===== src/rtl/fetch_stage_if.sv =====
// fetch_stage_if: instruction-memory request/response handshake.
// master = fetch_stage (req, addr out); slave = memory (rdata, valid out).
interface fetch_stage_if;
    logic        req;
    logic [31:0] addr;
    logic [31:0] rdata;
    logic        valid;

    modport master (
        output req,
        output addr,
        input  rdata,
        input  valid
    );

    modport slave (
        input  req,
        input  addr,
        output rdata,
        output valid
    );
endinterface


===== src/rtl/fetch_stage.sv =====
// fetch_stage: IF stage. Holds PC_F, fetches over imem req/valid, loads IF/ID.
// Ports: clk, reset (async high), NPC, Stall, imem (master), PC_F, Instr_D,
// PC_D, ExcAdEL_D, Fetch_Busy (to hazard unit; no path from Stall).
module fetch_stage #(
    parameter logic [31:0] RESET_PC = 32'h0000_3000,
    parameter logic [31:0] IM_BASE  = 32'h0000_3000,
    parameter logic [31:0] IM_BYTES = 32'h0000_4000
) (
    input  logic                 clk,
    input  logic                 reset,
    input  logic [31:0]          NPC,
    input  logic                 Stall,
    fetch_stage_if.master        imem,
    output logic [31:0]          PC_F,
    output logic [31:0]          Instr_D,
    output logic [31:0]          PC_D,
    output logic                 ExcAdEL_D,
    output logic                 Fetch_Busy
);

    typedef enum logic {
        FETCH,
        HOLD
    } state_t;

    state_t      state;
    state_t      state_nxt;

    logic [31:0] buf_instr;
    logic        buf_bad;

    logic [31:0] off;
    logic        bad;
    logic        rdy;
    logic [31:0] instr;
    logic        instr_bad;
    logic        avail;
    logic        capture;
    logic        advance;

    // Offset compare avoids overflow of IM_BASE + IM_BYTES.
    assign off  = PC_F - IM_BASE;
    assign bad  = (PC_F[1:0] != 2'b00) || (PC_F < IM_BASE) || (off >= IM_BYTES);
    assign rdy  = bad || imem.valid;

    assign imem.addr = PC_F;

    always_comb begin
        state_nxt  = state;
        imem.req   = 1'b0;
        Fetch_Busy = 1'b0;
        avail      = 1'b0;
        capture    = 1'b0;
        instr      = buf_instr;
        instr_bad  = buf_bad;
        unique case (state)
            FETCH: begin
                imem.req   = !bad;
                Fetch_Busy = !rdy;
                instr      = bad ? 32'h0 : imem.rdata;
                instr_bad  = bad;
                if (rdy) begin
                    avail = 1'b1;
                    // Response arrived during a stall: park it so the
                    // memory is not asked again.
                    if (Stall) begin
                        capture   = 1'b1;
                        state_nxt = HOLD;
                    end
                end
            end
            HOLD: begin
                // Memory responses here are protocol errors and ignored.
                avail = 1'b1;
                if (!Stall) begin
                    state_nxt = FETCH;
                end
            end
            default: begin
                state_nxt = FETCH;
            end
        endcase
    end

    assign advance = avail && !Stall;

    always_ff @(posedge clk or posedge reset) begin
        if (reset) begin
            state <= FETCH;
        end else begin
            state <= state_nxt;
        end
    end

    always_ff @(posedge clk or posedge reset) begin
        if (reset) begin
            PC_F      <= RESET_PC;
            PC_D      <= RESET_PC;
            Instr_D   <= 32'h0;
            ExcAdEL_D <= 1'b0;
            buf_instr <= 32'h0;
            buf_bad   <= 1'b0;
        end else begin
            if (capture) begin
                buf_instr <= instr;
                buf_bad   <= instr_bad;
            end
            // PC_F moves only on advance, so each instruction steps it once.
            if (advance) begin
                Instr_D   <= instr;
                PC_D      <= PC_F;
                ExcAdEL_D <= instr_bad;
                PC_F      <= NPC;
            end
        end
    end

endmodule


===== src/flat_wrapper.sv =====
// flat-port wrapper written by rule: the top's interface ports become plain ports
module fetch_stage_flat 
#(
    parameter logic [31:0] RESET_PC = 32'h0000_3000,
    parameter logic [31:0] IM_BASE  = 32'h0000_3000,
    parameter logic [31:0] IM_BYTES = 32'h0000_4000
)
  (clk, reset, NPC, Stall, PC_F, Instr_D, PC_D, ExcAdEL_D, Fetch_Busy, imem_req, imem_addr, imem_rdata, imem_valid);
  fetch_stage_if imem_i ();
  input  logic clk;
  input  logic reset;
  input  logic [31:0] NPC;
  input  logic Stall;
  output logic [31:0] PC_F;
  output logic [31:0] Instr_D;
  output logic [31:0] PC_D;
  output logic ExcAdEL_D;
  output logic Fetch_Busy;
  output wire logic [$bits(imem_i.req)-1:0] imem_req;
  output wire logic [$bits(imem_i.addr)-1:0] imem_addr;
  input wire logic [$bits(imem_i.rdata)-1:0] imem_rdata;
  input wire logic [$bits(imem_i.valid)-1:0] imem_valid;
  assign imem_req = imem_i.req;
  assign imem_addr = imem_i.addr;
  assign imem_i.rdata = imem_rdata;
  assign imem_i.valid = imem_valid;
  fetch_stage #(.RESET_PC(RESET_PC), .IM_BASE(IM_BASE), .IM_BYTES(IM_BYTES)) u_core (.clk(clk), .reset(reset), .NPC(NPC), .Stall(Stall), .imem(imem_i), .PC_F(PC_F), .Instr_D(Instr_D), .PC_D(PC_D), .ExcAdEL_D(ExcAdEL_D), .Fetch_Busy(Fetch_Busy));
endmodule

===== config.mk =====
export PLATFORM = sky130hd
export DESIGN_NAME = fetch_stage_flat
export DESIGN_NICKNAME = d
export VERILOG_FILES = /design/src/rtl/fetch_stage_if.sv /design/src/rtl/fetch_stage.sv /design/src/flat_wrapper.sv
export SDC_FILE = /design/constraint.sdc
export NUM_CORES = 1
export LEC_CHECK = 0
export CORE_ASPECT_RATIO = 0.9
export CORE_MARGIN = 2
export CORE_UTILIZATION = 50
export DETAILED_ROUTE_END_ITERATION = 16
export PLACE_DENSITY_LB_ADDON = 0.2
export SYNTH_ARGS = -nofsm -noshare
export SYNTH_HDL_FRONTEND = slang
export SYNTH_SLANG_ARGS = --single-unit

===== constraint.sdc =====
create_clock -name clk -period 9.7 [get_ports clk]
set_input_delay 1.455 -clock clk [delete_from_list [all_inputs] [get_ports clk]]
set_output_delay 1.455 -clock clk [all_outputs]
set_load 0.02 [all_outputs]

==> impl_metrics.toml <==
[run_status]
outcome = "complete, no violations"

[detailed_routing]
drtPass1Iterations = 4
viasPerCell = 5.52
drcViolationCount = 0
ant_nets = 0
drt-initial-drc-count = 250
routedWlPerCell_um = 18.8
wirelength_um = 15300
vias = 4483

[critical_path]
crit_slowest_cell = "clkdlybuf4s50_1"
critPathKind = "primary input to output pin"
crit_buf_inv = 3
path_delay_family = "buffers and inverters"
critPathLaunchType = "primary input"
critical_path_arrival_ns = 3.60
worst_path_most_repeated_cell = "clkdlybuf4s50_1"
endpoint_kind = "output pin"
critical_path_required_ns = 8.25
worstPathCellList = "clkdlybuf4s50_1, buf_4, or3_1, nor4_1, clkdlybuf4s50_1"
cpPeakStageDelay_ns = 0.70
worstPathMaxFanout = 37

[timing]
skew_ns = 0.00783
rsz0062_at_grt = "false"
fmax_mhz = 198
fin_crit_ns = 5.06
setup_tns_ns = 0
slew_headroom = 0.175
slew_violations = 0
setup_viol = 0
fin_crit_sh = 0.521
hold_violations = 0
tightest_slew_ns = 1.24

[clocking]
htreeDepth = 4
root_buffer = "clkbuf_16"
cts_tree = "done"
cts_hold_buf = 0
cts.sinks = 131
ctsResizeCount = 0
clk_path_buf_depth = 2
postCtsSetupRepairBufs = 0
clkLatencyLatePin_ns = 0.41
numCtsBuffers = 17
clkTransAtPathRegs_ns = 0.05

[logic_synthesis]
synth_fa_ha_area_frac = 0
yosys_register_bits = 131
synth_flop_cell = "dfrtp_1"
yosysSeqAreaShare = 0.534
synth.net_count = 552
syn_inst = 484
synth_cell_types = 37
synth_top_family_by_area = "multiplexers"
synth_edf_count = 0
synth_area_sq_um = 6140
syn_area_per_cell_sq_um = 12.7
muxShareOfSynthArea = 0.176
yosys_warnings = 0
synthArstFlopShare = 1.00
synth_xor_area_frac = 0
synthSimpleGateAreaFrac = 0.0994
synth_compound_area_frac = 0.117

[power_and_ir_drop]
total_leakage_power_nw = 3.79
power_mw = 1.60
vdd_drop_max_uv = 149
power_density_nw_per_um2 = 187

[global_route]
track_usage = 0.239
grt_max_degree = 82
gr-total-overflow = 0
antenna_found_initial = 0
grt_pass1_vias = 4601
grt_pass1_wl_um = 24300

[place]
dpl.hpwl_um = 10000
portBuffers = 198
placed_cells = 781
placedInstanceArea_sq_um = 7990
routabilityCongestion = 0.796

[cells_and_area]
final_cell_mix = "clkdlybuf4s50_1 (198), dfrtp_1 (126), mux2_2 (57)"
nets = 708
regArea_sq_um = 3280
mostFrequentLayoutCell = "clkdlybuf4s50_1"
multi_input_area_sq_um = 2450
drive_gt1_frac = 0.255
fillers = 849
final_area_sq_um = 8560
area_delta_synth_final_pct = 39.3
n_antenna_cell = 0
final_util = 0.711
fin_cells = 812

[floorplanning]
initial_utilization = 0.511
fp.dieW_um = 121
die_area_sq_um = 13200
rows = 38
dieHeight_um = 109
core-area_sq_um = 12000
io_pins = 199

[run]
max_cap_viol_count = 0

[worst_hold_path]
hp-class = "flip-flop to flip-flop"
## sequential cells by signal (all words and copies together), names as in the netlist
register,count
u_core.ExcAdEL_D,1
u_core.buf_bad,1
u_core.buf_instr,32
u_core.Instr_D,32
u_core.PC_F,32
u_core.PC_D,32
u_core.state,1
## cell usage after synthesis, types with 2 or more instances
master | number | area share
o41a_1 | 2 | 0.0037
nor2_1 | 36 | 0.022
a22o_1 | 9 | 0.013
dfstp_2 | 4 | 0.017
mux2_2 | 57 | 0.10
nand2_1 | 4 | 0.0024
buf_6 | 4 | 0.0073
inv_1 | 3 | 0.0018
o221a_2 | 32 | 0.059
buf_4 | 36 | 0.044
or4_1 | 5 | 0.0061
and3_1 | 22 | 0.022
a21oi_1 | 32 | 0.026
mux2_4 | 28 | 0.068
nor2b_1 | 32 | 0.033
dfrtp_1 | 127 | 0.52
clkbuf_1 | 21 | 0.013
nand3_1 | 2 | 0.0016
buf_2 | 8 | 0.0065
nor4_1 | 3 | 0.0031
## metrics by stage
stage,hold WS [ns],setup WS [ns]
finish,0.496,4.64
detailed placement,0.473,4.68
CTS,0.489,4.67
global placement,0.470,4.69
global route,0.509,4.56
floorplan,0.439,4.75
## logic make-up after synthesis
family,Yosys count
multiplexers,87
flip-flops,131
buffers and inverters,72
AND/OR/NAND/NOR,111
AO/OA/AOI/OAI,83
## final timing paths
| path | from | endpoint | slack [ns] | cells after the start |
|---|---|---|---|---|
| hold reg to reg | u_core.buf_bad | u_core.buf_bad | 0.50 | 2 |
| setup / recovery | imem_valid | Fetch_Busy | 4.64 | 5 |
| setup reg to reg | u_core.PC_F[22] | u_core.PC_F[0] | 6.02 | 5 |
| max in group asynchronous | reset | u_core.buf_instr[22] | 6.83 | 3 |
| hold / removal | u_core.buf_bad | u_core.buf_bad | 0.50 | 2 |
| min in group asynchronous | reset | u_core.PC_D[3] | 1.45 | 2 |
## layout make-up
class / count / share of cell area
flip-flops and latches: 131 / 0.384
repair buffers: 206 / 0.239
well taps: 160 / 0.0234
inverters: 3 / 0.00190
clock buffers: 27 / 0.0611
multi-input cells: 281 / 0.286
clock inverters: 4 / 0.00526
## layer usage
metal | vias up | routed length, um | track usage
met5 | - | 0 | 0
li1 | 2027 | - | -
met2 | 174 | 7640 | 0.400
met4 | 0 | 282 | 0.0756
met3 | 24 | 907 | 0.0680
met1 | 2258 | 6460 | 0.303
## report_power, final
| part | switching, mW | total [mW] | internal (mW) |
|---|---|---|---|
| combinational | 0.165 | 0.354 | 0.188 |
| clock | 0.217 | 0.608 | 0.391 |
| sequential | 0.0422 | 0.639 | 0.597 |
## worst reg2reg max path: stages (launching register included)
cell and delay [ns]:
dfrtp_1 0.41, or4_1 0.64, or4_1 0.75, o41a_2 0.94
buf_4 0.44, mux2_4 0.39
No activity file was read; power rests on OpenSTA's default activity.
